[src/rtl/myriscv_alu_arbiter_if.sv]
// Bus between two ALU requesters, the shared-ALU arbiter and one response consumer.
// A transfer happens on a rising edge when valid and ready are both high. Once a source
// raises valid, it holds valid and payload stable until that edge.
interface myriscv_alu_arbiter_if;
  logic [1:0]  req_valid_i;
  logic [5:0]  req0_operator_i;
  logic [5:0]  req1_operator_i;
  logic [31:0] req0_a_i;
  logic [31:0] req0_b_i;
  logic [31:0] req1_a_i;
  logic [31:0] req1_b_i;
  logic [1:0]  req_ready_o;
  logic        rsp_valid_o;
  logic        rsp_ready_i;
  logic        rsp_id_o;
  logic [31:0] rsp_result_o;
  logic        rsp_cmp_o;
  logic        rsp_err_o;

  modport master (
    output req_valid_i, req0_operator_i, req1_operator_i,
           req0_a_i, req0_b_i, req1_a_i, req1_b_i, rsp_ready_i,
    input  req_ready_o, rsp_valid_o, rsp_id_o, rsp_result_o, rsp_cmp_o, rsp_err_o
  );

  modport slave (
    input  req_valid_i, req0_operator_i, req1_operator_i,
           req0_a_i, req0_b_i, req1_a_i, req1_b_i, rsp_ready_i,
    output req_ready_o, rsp_valid_o, rsp_id_o, rsp_result_o, rsp_cmp_o, rsp_err_o
  );
endinterface

[src/rtl/myriscv_alu_arbiter.sv]
// Two-requester arbiter sharing one combinational ALU: IDLE grants, EXEC computes,
// RESP holds the registered result until the consumer takes it.
module myriscv_alu (
  input  logic [5:0]  operator_i,
  input  logic [31:0] operand_a_i,
  input  logic [31:0] operand_b_i,
  output logic [31:0] result_o,
  output logic        comparison_result_o
);
  always_comb begin
    result_o            = '0;
    comparison_result_o = 1'b0;
    case (operator_i)
      6'b011000: result_o = operand_a_i + operand_b_i;
      6'b011001: result_o = operand_a_i - operand_b_i;
      6'b101111: result_o = operand_a_i ^ operand_b_i;
      6'b101110: result_o = operand_a_i | operand_b_i;
      6'b010101: result_o = operand_a_i & operand_b_i;
      6'b100100: result_o = $unsigned($signed(operand_a_i) >>> operand_b_i[4:0]);
      6'b100101: result_o = operand_a_i >> operand_b_i[4:0];
      6'b100111: result_o = operand_a_i << operand_b_i[4:0];
      6'b000000, 6'b000010: comparison_result_o = $signed(operand_a_i) < $signed(operand_b_i);
      6'b000001, 6'b000011: comparison_result_o = operand_a_i < operand_b_i;
      6'b001010: comparison_result_o = $signed(operand_a_i) >= $signed(operand_b_i);
      6'b001011: comparison_result_o = operand_a_i >= operand_b_i;
      6'b001100: comparison_result_o = operand_a_i == operand_b_i;
      6'b001101: comparison_result_o = operand_a_i != operand_b_i;
      default: ;
    endcase
    // Comparison codes return their flag zero-extended as the result as well.
    if (operator_i inside {6'b000000, 6'b000001, 6'b000010, 6'b000011,
                           6'b001010, 6'b001011, 6'b001100, 6'b001101}) begin
      result_o = {31'b0, comparison_result_o};
    end
  end
endmodule

module myriscv_alu_arbiter #(
  parameter bit CHECK_OP = 1'b1
) (
  input  logic                 clk_i,
  input  logic                 rst_i,
  myriscv_alu_arbiter_if.slave bus,
  output logic [1:0]           dbg_state_o
);
  typedef enum logic [1:0] {IDLE = 2'd0, EXEC = 2'd1, RESP = 2'd2} state_e;

  state_e      state_q, state_d;
  logic        prio_q, prio_d;
  logic [5:0]  op_q, op_d;
  logic [31:0] a_q, a_d, b_q, b_d;
  logic        id_q, id_d;
  logic [31:0] res_q, res_d;
  logic        cmp_q, cmp_d, err_q, err_d, rid_q, rid_d;

  logic        gnt_id;
  logic [1:0]  ready;
  logic        hs;
  logic [5:0]  sel_op;
  logic [31:0] sel_a, sel_b;
  logic [31:0] alu_result;
  logic        alu_cmp;
  logic        op_bad;

  function automatic logic op_defined(input logic [5:0] op);
    return op inside {6'b011000, 6'b011001, 6'b101111, 6'b101110, 6'b010101,
                      6'b100100, 6'b100101, 6'b100111, 6'b000000, 6'b000001,
                      6'b001010, 6'b001011, 6'b000010, 6'b000011, 6'b001100, 6'b001101};
  endfunction

  myriscv_alu u_alu (
    .operator_i          (op_q),
    .operand_a_i         (a_q),
    .operand_b_i         (b_q),
    .result_o            (alu_result),
    .comparison_result_o (alu_cmp)
  );

  assign op_bad = CHECK_OP && !op_defined(op_q);

  always_comb begin
    // Priority pointer only breaks ties; a lone valid requester always wins.
    gnt_id = (bus.req_valid_i == 2'b11) ? prio_q : bus.req_valid_i[1];
    ready  = '0;
    if (state_q == IDLE && !rst_i && bus.req_valid_i[gnt_id]) ready[gnt_id] = 1'b1;
    hs     = |(ready & bus.req_valid_i);
    sel_op = gnt_id ? bus.req1_operator_i : bus.req0_operator_i;
    sel_a  = gnt_id ? bus.req1_a_i : bus.req0_a_i;
    sel_b  = gnt_id ? bus.req1_b_i : bus.req0_b_i;
  end

  always_comb begin
    state_d = state_q;
    prio_d  = prio_q;
    op_d    = op_q;
    a_d     = a_q;
    b_d     = b_q;
    id_d    = id_q;
    res_d   = res_q;
    cmp_d   = cmp_q;
    err_d   = err_q;
    rid_d   = rid_q;
    case (state_q)
      IDLE: if (hs) begin
        op_d    = sel_op;
        a_d     = sel_a;
        b_d     = (sel_op inside {6'b100100, 6'b100101, 6'b100111}) ? {27'b0, sel_b[4:0]} : sel_b;
        id_d    = gnt_id;
        prio_d  = ~gnt_id;
        state_d = EXEC;
      end
      EXEC: begin
        res_d   = op_bad ? '0 : alu_result;
        cmp_d   = op_bad ? 1'b0 : alu_cmp;
        err_d   = op_bad;
        rid_d   = id_q;
        state_d = RESP;
      end
      RESP: if (bus.rsp_ready_i) state_d = IDLE;
      default: state_d = IDLE;
    endcase
  end

  always_ff @(posedge clk_i) begin
    if (rst_i) begin
      state_q <= IDLE;
      prio_q  <= 1'b0;
      op_q    <= '0;
      a_q     <= '0;
      b_q     <= '0;
      id_q    <= 1'b0;
      res_q   <= '0;
      cmp_q   <= 1'b0;
      err_q   <= 1'b0;
      rid_q   <= 1'b0;
    end else begin
      state_q <= state_d;
      prio_q  <= prio_d;
      op_q    <= op_d;
      a_q     <= a_d;
      b_q     <= b_d;
      id_q    <= id_d;
      res_q   <= res_d;
      cmp_q   <= cmp_d;
      err_q   <= err_d;
      rid_q   <= rid_d;
    end
  end

  assign bus.req_ready_o  = ready;
  assign bus.rsp_valid_o  = (state_q == RESP);
  assign bus.rsp_id_o     = rid_q;
  assign bus.rsp_result_o = res_q;
  assign bus.rsp_cmp_o    = cmp_q;
  assign bus.rsp_err_o    = err_q;
  assign dbg_state_o      = state_q;
endmodule

[src/flat_wrapper.sv]
// flat-port wrapper written by rule: the top's interface ports become plain ports
module myriscv_alu_arbiter_flat 
#(
  parameter bit CHECK_OP = 1'b1
)
  (clk_i, rst_i, dbg_state_o, bus_req_valid_i, bus_req0_operator_i, bus_req1_operator_i, bus_req0_a_i, bus_req0_b_i, bus_req1_a_i, bus_req1_b_i, bus_rsp_ready_i, bus_req_ready_o, bus_rsp_valid_o, bus_rsp_id_o, bus_rsp_result_o, bus_rsp_cmp_o, bus_rsp_err_o);
  myriscv_alu_arbiter_if bus_i ();
  input  logic clk_i;
  input  logic rst_i;
  output logic [1:0] dbg_state_o;
  input wire logic [$bits(bus_i.req_valid_i)-1:0] bus_req_valid_i;
  input wire logic [$bits(bus_i.req0_operator_i)-1:0] bus_req0_operator_i;
  input wire logic [$bits(bus_i.req1_operator_i)-1:0] bus_req1_operator_i;
  input wire logic [$bits(bus_i.req0_a_i)-1:0] bus_req0_a_i;
  input wire logic [$bits(bus_i.req0_b_i)-1:0] bus_req0_b_i;
  input wire logic [$bits(bus_i.req1_a_i)-1:0] bus_req1_a_i;
  input wire logic [$bits(bus_i.req1_b_i)-1:0] bus_req1_b_i;
  input wire logic [$bits(bus_i.rsp_ready_i)-1:0] bus_rsp_ready_i;
  output wire logic [$bits(bus_i.req_ready_o)-1:0] bus_req_ready_o;
  output wire logic [$bits(bus_i.rsp_valid_o)-1:0] bus_rsp_valid_o;
  output wire logic [$bits(bus_i.rsp_id_o)-1:0] bus_rsp_id_o;
  output wire logic [$bits(bus_i.rsp_result_o)-1:0] bus_rsp_result_o;
  output wire logic [$bits(bus_i.rsp_cmp_o)-1:0] bus_rsp_cmp_o;
  output wire logic [$bits(bus_i.rsp_err_o)-1:0] bus_rsp_err_o;
  assign bus_i.req_valid_i = bus_req_valid_i;
  assign bus_i.req0_operator_i = bus_req0_operator_i;
  assign bus_i.req1_operator_i = bus_req1_operator_i;
  assign bus_i.req0_a_i = bus_req0_a_i;
  assign bus_i.req0_b_i = bus_req0_b_i;
  assign bus_i.req1_a_i = bus_req1_a_i;
  assign bus_i.req1_b_i = bus_req1_b_i;
  assign bus_i.rsp_ready_i = bus_rsp_ready_i;
  assign bus_req_ready_o = bus_i.req_ready_o;
  assign bus_rsp_valid_o = bus_i.rsp_valid_o;
  assign bus_rsp_id_o = bus_i.rsp_id_o;
  assign bus_rsp_result_o = bus_i.rsp_result_o;
  assign bus_rsp_cmp_o = bus_i.rsp_cmp_o;
  assign bus_rsp_err_o = bus_i.rsp_err_o;
  myriscv_alu_arbiter #(.CHECK_OP(CHECK_OP)) u_core (.clk_i(clk_i), .rst_i(rst_i), .bus(bus_i), .dbg_state_o(dbg_state_o));
endmodule
[config.mk]
export PLATFORM = sky130hd
export DESIGN_NAME = myriscv_alu_arbiter_flat
export DESIGN_NICKNAME = d
export VERILOG_FILES = /design/src/rtl/myriscv_alu_arbiter_if.sv /design/src/rtl/myriscv_alu_arbiter.sv /design/src/flat_wrapper.sv
export SDC_FILE = /design/constraint.sdc
export NUM_CORES = 1
export LEC_CHECK = 0
export ABC_AREA = 1
export BUFFER_PORTS_ARGS = -buffer_cell sky130_fd_sc_hd__buf_4
export CORE_AREA = 4 4 174 176
export CTS_CLUSTER_SIZE = 40
export DETAILED_ROUTE_END_ITERATION = 12
export DIE_AREA = 0 0 178 180
export PLACE_DENSITY = 0.7
export SYNTH_ARGS = -nofsm -noshare
export SYNTH_HDL_FRONTEND = slang
export SYNTH_SLANG_ARGS = --single-unit
[constraint.sdc]
create_clock -name clk_i -period 8.4 [get_ports clk_i]
set_clock_uncertainty 0.15 [all_clocks]
set_input_delay 0.42 -clock clk_i [delete_from_list [all_inputs] [get_ports clk_i]]
set_output_delay 0.42 -clock clk_i [all_outputs]
set_load 0.01 [all_outputs]
Word level (Yosys, flattened, before mapping)
Index checks and enable logic that the tools add are counted.
Widths: inputs -> output; s select.

cells by class
  add/subtract/negate cells = 2
  order comparisons = 6
  equality and inequality tests = 25
  shift-type cells = 3
  mux-type cells = 18
  bitwise logic cells = 5
  reduce and logical (&&, ||, !) cells = 15

operators by type and width
  cell                count
  $pmux 32 s8         1
  $mux 32             5
  $ge 32x32->1        2
  $lt 32x32->1        2
  $eq 6x6->1 const B  8
  $add 32x32->32      1
  $and 32x32->32      1
  $eq 32x32->1        1
  $ne 32x32->1        1
  $or 32x32->32       1
  $shl 32x5->32       1
  $shr 32x5->32       1
  $sshr 32x5->32      1
  $sub 32x32->32      1
  $xor 32x32->32      1
  $eq 6x4->1 const B  4
  $eq 6x5->1 const B  3
  $reduce_bool 16->1  1
  $eq 6x2->1 const B  2
  $reduce_bool 8->1   1
  $eq 6x1->1 const B  1
  $logic_not 6->1     1
  $mux 2              3
  $mux 6              1
  18 further kinds    29

storage, ports and cells
  register bits after elaboration = 109
  input port bits = 145
  output and inout port bits = 40
  word-level logic and storage cells = 84

Longest topological paths before layout
  word-level depth = 11
  mapped depth = 21
  mapped depth without buffers = 19

Cells and area by module
A second synthesis with hierarchy kept.

unflattened totals
  cells, all modules = 2720
  area, all modules = 14740.4 sq um

modules (own cells, without submodules)
  module               times used  cells an instance  area an instance (sq um)  sequential area each (sq um)
  myriscv_alu          1           1924               9675.5                    0.0
  myriscv_alu_arbiter  1           796                5064.9                    2182.1

Least setup slack after synthesis
OpenSTA, ideal clock, no wires.

  kind = reg2reg
  start = register u_core.b_q[3]
  end = register u_core.cmp_q, in the netlist u_core.bus.rsp_cmp_o
  setup time = 0.132 ns
  arrival = 2.366 ns
  data required time = 8.118 ns
  path slack = 5.751 ns
  cell stages (with the launch flop) = 21
  path buffers = 4
  clock period less this slack = 2.649 ns
  cell sequence = dfxtp_1 buf_2 inv_1 buf_2 buf_2 ha_1 buf_4 inv_2 nand3_1 nand2_1 nand2_1 nand2_1 nand2_1 nand2_2 nand2_2 nand3_1 nand2_1 nor2_1 nand3_1 nand2_1 a21oi_1

on the way
  longest elaborated chain between the ends = 3
  elaborated cells between the ends (all ways) = 8
  those cells by class = order compare: 4; eq/ne: 2; mux: 2

RTL lines
  what                                  line                        source
  from (decl)                           myriscv_alu_arbiter.sv:51   logic [31:0] a_q, a_d, b_q, b_d;
  from (signal assigned)                myriscv_alu_arbiter.sv:130  b_q <= '0;
  from (signal assigned)                myriscv_alu_arbiter.sv:141  b_q <= b_d;
  $ge 32x32->1 (tied with other cells)  myriscv_alu_arbiter.sv:25   6'b001011: comparison_result_o = operand_a_i >= operand_b_i;
  $pmux 1 s6 (*)                        myriscv_alu_arbiter.sv:13   case (operator_i)
  $mux 1 (*)                            myriscv_alu_arbiter.sv:114  cmp_d = op_bad ? 1'b0 : alu_cmp;
  to (signal assigned)                  myriscv_alu_arbiter.sv:144  cmp_q <= cmp_d;
  to (decl)                             myriscv_alu_arbiter.sv:54   logic cmp_q, cmp_d, err_q, err_d, rid_q, rid_d;

Every way passes the cells marked *; elsewhere a longest branch is shown, timed or not.
A chain may end at the register's enable or synchronous reset.

Worst setup path after layout
  start = register u_core.state_q[0], in the netlist u_core.dbg_state_o[0]
  end = output bus_req_ready_o[1]

on the way
  longest elaborated chain between the ends = 4

RTL lines
  what                             line                        source
  from (decl)                      myriscv_alu_arbiter.sv:48   state_e state_q, state_d;
  from (signal assigned)           myriscv_alu_arbiter.sv:137  state_q <= state_d;
  $logic_not 2->1                  myriscv_alu_arbiter.sv:85   if (state_q == IDLE && !rst_i && bus.req_valid_i[gnt_id]) ready[gnt_id] = 1'b1;
  $logic_and 1x1->1 (2 in series)  myriscv_alu_arbiter.sv:85
  $mux 2                           myriscv_alu_arbiter.sv:85
  to (decl)                        flat_wrapper.sv:19          output wire logic [$bits(bus_i.req_ready_o)-1:0] bus_req_ready_o;

No other way between the ends.

==> out/summary.md <==
Using the TritonRoute via totals, the vias-per-cell ratio works out to 6.28. Setup violations remaining at the end of the flow were counted as 0. The number of global-route vias before repair is 18000.

The number of nets in the synthesized netlist is 2827. The worst min-delay path class is input port to flip-flop. The run gives 7.79 nW as the static leakage.

The clock edge transition at the registers on the reported setup and hold paths was 0.08 ns; the final max-slew violation count was 0. In the final timing run, aggregate negative setup slack is 0 ns. The total congestion overflow after global routing was 0; the final weighted congestion in routability-driven placement was 1.09. The initial antenna violation count is 2.

The worst-case IR drop observed on VDD is 0.105 mV. After layout, the worst setup slack is 4.37 ns. The logs give 4.76 ns for the placement-stage worst setup slack and 0.452 for the overall routing resource usage. Setup repair after global routing left no endpoint under its margin.

The sequential cell fraction of total power is 0.268. The worst relative slew slack is 0.367, and the number of hold buffers added after CTS is 0. During synthesis, Yosys emitted a total of 0 warnings. In this run the standard cell core region covers 28600 um^2.

The setup check on the worst reg-to-reg path leaves a slack of 4.61 ns. Nature of the critical path endpoint: a primary output. The total number of clock tree sinks is 109, and the largest net degree at the start of global routing is 72.

No sink is reached through more buffers than the 2 on the longest clock path. Startpoint of the worst setup timing path: u_core.dbg_state_o[0]. The flow ran to the end, and the final reports show no timing, DRC or antenna violations.

For the maximum clock rate, the log shows 248 MHz. The die span in x was 178 um. After synthesis the cells add up to 14200 um^2. Critical register-to-register path endpoint: u_core.bus.rsp_result_o[23].

The launch instance of the worst register-to-register path is u_core.b_q[1]. The post-route antenna net violation count was 0. After clock tree synthesis, the setup repair step added 0 buffers.

The net count of the finished layout is 2914. The portion of the clock cycle consumed by the worst path in the final layout works out to 0.480. The first global-routing pass estimated 109 mm of wire. Detailed placement finished with a half-perimeter wire length of 59.3 mm.

The root buffer cell chosen for the clock tree is clkbuf_16. After detailed routing, the number of remaining DRC violations is 0. The run gives 0.496 as the initial standard-cell utilization of the core. The first TritonRoute pass finished after 7 iterations. The share of cells above drive strength 1 is 0.101. The fraction of synthesis flops using an asynchronous set or reset pin works out to 0.

The internal power summed over all cells was 1.12 mW. In this run the power density over the cells is 142 nW/um^2. Synthesis handed over a netlist of 2576 instances.

Counting flops and latches in the post-synthesis netlist gives 109. By startpoint and endpoint, the worst setup path is classified as flip-flop to primary output. The post-placement cell area was 15600 um^2.

For the worst flop-to-flop path, the logic depth is 15. In this run the number of H-tree levels came out at 3. STA classifies the critical path startpoint as a flip-flop. The via count was 19200; the number of cells traversed by the worst hold path was 3. Total placed cells including tap cells: 3036. The final layout contains routed wiring with a total length of 75.4 mm. In this run, CTS created clock tree buffers numbering 9.

The run gives 7.83 ns as the critical path data required time. The worst hold path begins at bus_req1_a_i[2]. Yosys mapped a number of flops with a built-in enable equal to 0.

The switching fraction of total power came out at 0.502. The logs give 2998 for the filler cell count in the final layout and 0.39 ns for the insertion delay of the later-clocked pin in the worst-skew pair. The area growth from synthesis to layout was 11.9%; the fraction of power consumed by combinational cells was 0.509.

After synthesis, the mean cell area works out to 5.51 um^2. The data arrival time at the worst-slack endpoint is 3.46 ns. The floorplan step set the die height to 180 um.

The path with the worst hold slack has its endpoint at u_core.a_q[2]. The number of gates resized after CTS was 0. Number of hold violations in the final report: 0. For the pin with the worst max-slew slack, the measured transition is 0.946 ns.

The tools report the number of standard cells in the final layout excluding fillers as 3052. The count of port buffers added during placement came out at 184. Wire length per cell: 24.7 um. The main flop type after synthesis is dfxtp_1. Max-cap violations in this run came to 0. The repair_antennas step left the layout with diodes totalling 0. The post-route cell area is 15900 um^2, and the iteration-0 DRC count of the detailed router is 3095. 185 I/O pins were placed. Summed over all nets, the switching power comes to 1.13 mW.

The placement row count is 62, and the die area is 32000 um^2. The tools report the post-synthesis sequential area ratio as 0.154. The run gives 53 as the number of distinct standard cells referenced by the synthesized netlist.

TritonCTS built the clock tree. The worst path in the final design needs a cycle of 4.03 ns, including I/O delays and setup. The part of the total power dissipated in the clock network was 0.223; the largest fanout of any net on the critical path was 60.
[metrics by stage]
| stage | hold slack [ns] | util | power [mW] |
|---|---|---|---|
| final | 0.133 | 0.555 | 2.25 |
| after global routing | 0.139 | 0.555 | 2.35 |
| after CTS | 0.132 | 0.555 | 2.19 |
| after detailed placement | 0.308 | 0.544 | 1.70 |
| after global placement | 0.295 | 0.544 | 1.69 |
| after floorplan | 0.279 | - | 1.31 |
[final cells by class]
class | count | area [um^2] | area share
Multi-Input combinational cell | 2086 | 10400 | 0.655
Sequential cell | 109 | 2180 | 0.137
Timing Repair Buffer | 208 | 1560 | 0.0983
Inverter | 249 | 935 | 0.0588
Tap cell | 384 | 480 | 0.0302
Clock buffer | 10 | 239 | 0.0150
Clock inverter | 6 | 78.8 | 0.00496
[power by group through the flow]
stage / clock network [mW] / logic [mW] / registers [mW]
floorplan: 0 / 0.717 / 0.592
global placement: 0 / 1.09 / 0.608
detailed placement: 0 / 1.09 / 0.610
CTS: 0.500 / 1.10 / 0.598
global route: 0.515 / 1.23 / 0.604
finish: 0.503 / 1.15 / 0.604
[how the worst max path moves through the flow]
| stage | to | depth (start not counted) |
|---|---|---|
| finish | bus_req_ready_o[1] | 7 |
| global route | bus_req_ready_o[1] | 7 |
| CTS | bus_req_ready_o[1] | 7 |
| detailed placement | bus_req_ready_o[1] | 9 |
| global placement | u_core.bus.rsp_result_o[31] | 17 |
| floorplan | u_core.bus.rsp_cmp_o | 20 |
[routing by layer]
metal	track usage	wire length, um	up-vias
li1	-	-	8633
met1	0.549	26900	8677
met2	0.678	31500	1500
met3	0.121	9940	370
met4	0.336	7050	0
met5	0	0	-
[worst max-delay path, stage by stage, from the launching register on]
cell,delay [ns]
dfxtp_1,0.39
nor3_2,0.74
inv_1,0.20
nor2_2,0.21
inv_2,0.29
nor2_4,0.38
buf_4,0.60
buf_4,0.24
[state kept, by name, summed over array words and instances, names as in the netlist]
signal / flops
u_core.bus.rsp_cmp_o: 1
u_core.bus.rsp_id_o: 1
u_core.a_q: 32
u_core.prio_q: 1
u_core.bus.rsp_result_o: 32
u_core.bus.rsp_err_o: 1
u_core.id_q: 1
u_core.b_q: 32
u_core.dbg_state_o: 2
u_core.op_q: 6
[synthesized netlist by cell type (29+ instances only)]
library cell,instances,share of area
nand3_1,301,0.11
o21ai_0,124,0.044
nand2_1,918,0.24
clkbuf_1,33,0.0087
dfxtp_1,109,0.15
a31oi_1,29,0.013
nor2_1,207,0.055
buf_2,64,0.023
inv_1,235,0.062
ha_1,104,0.092
nor3_1,33,0.012
a21oi_1,142,0.050
[placed cells by master, fill, tap and decap left out, drive strengths merged, types with 6 or more instances in the layout]
| cell | n |
|---|---|
| nand4 | 27 |
| ha | 104 |
| buf | 208 |
| nand3 | 303 |
| nand2 | 924 |
| nor2 | 213 |
| o211ai | 16 |
| a22o | 27 |
| nor3 | 34 |
| a21oi | 145 |
| a31oi | 29 |
| inv | 251 |
| dfxtp | 109 |
| mux2i | 6 |
| o22ai | 18 |
| clkbuf | 10 |
| a221oi | 15 |
| o21bai | 15 |
| and2 | 16 |
| o21ai | 152 |
[logic make-up (layout without fill, tap and decap cells)]
| logic type | Yosys count | in the layout | synth area share |
|---|---|---|---|
| compound gates | 443 | 443 | 0.184 |
| xor+xnor | 2 | 2 | 0.00123 |
| fa+ha+maj | 106 | 106 | 0.0944 |
| buf+inv | 381 | 473 | 0.115 |
| flops | 109 | 109 | 0.154 |
| mux | 6 | 6 | 0.00423 |
| simple gates | 1529 | 1529 | 0.448 |
No activity file was read; power rests on OpenSTA's default activity.
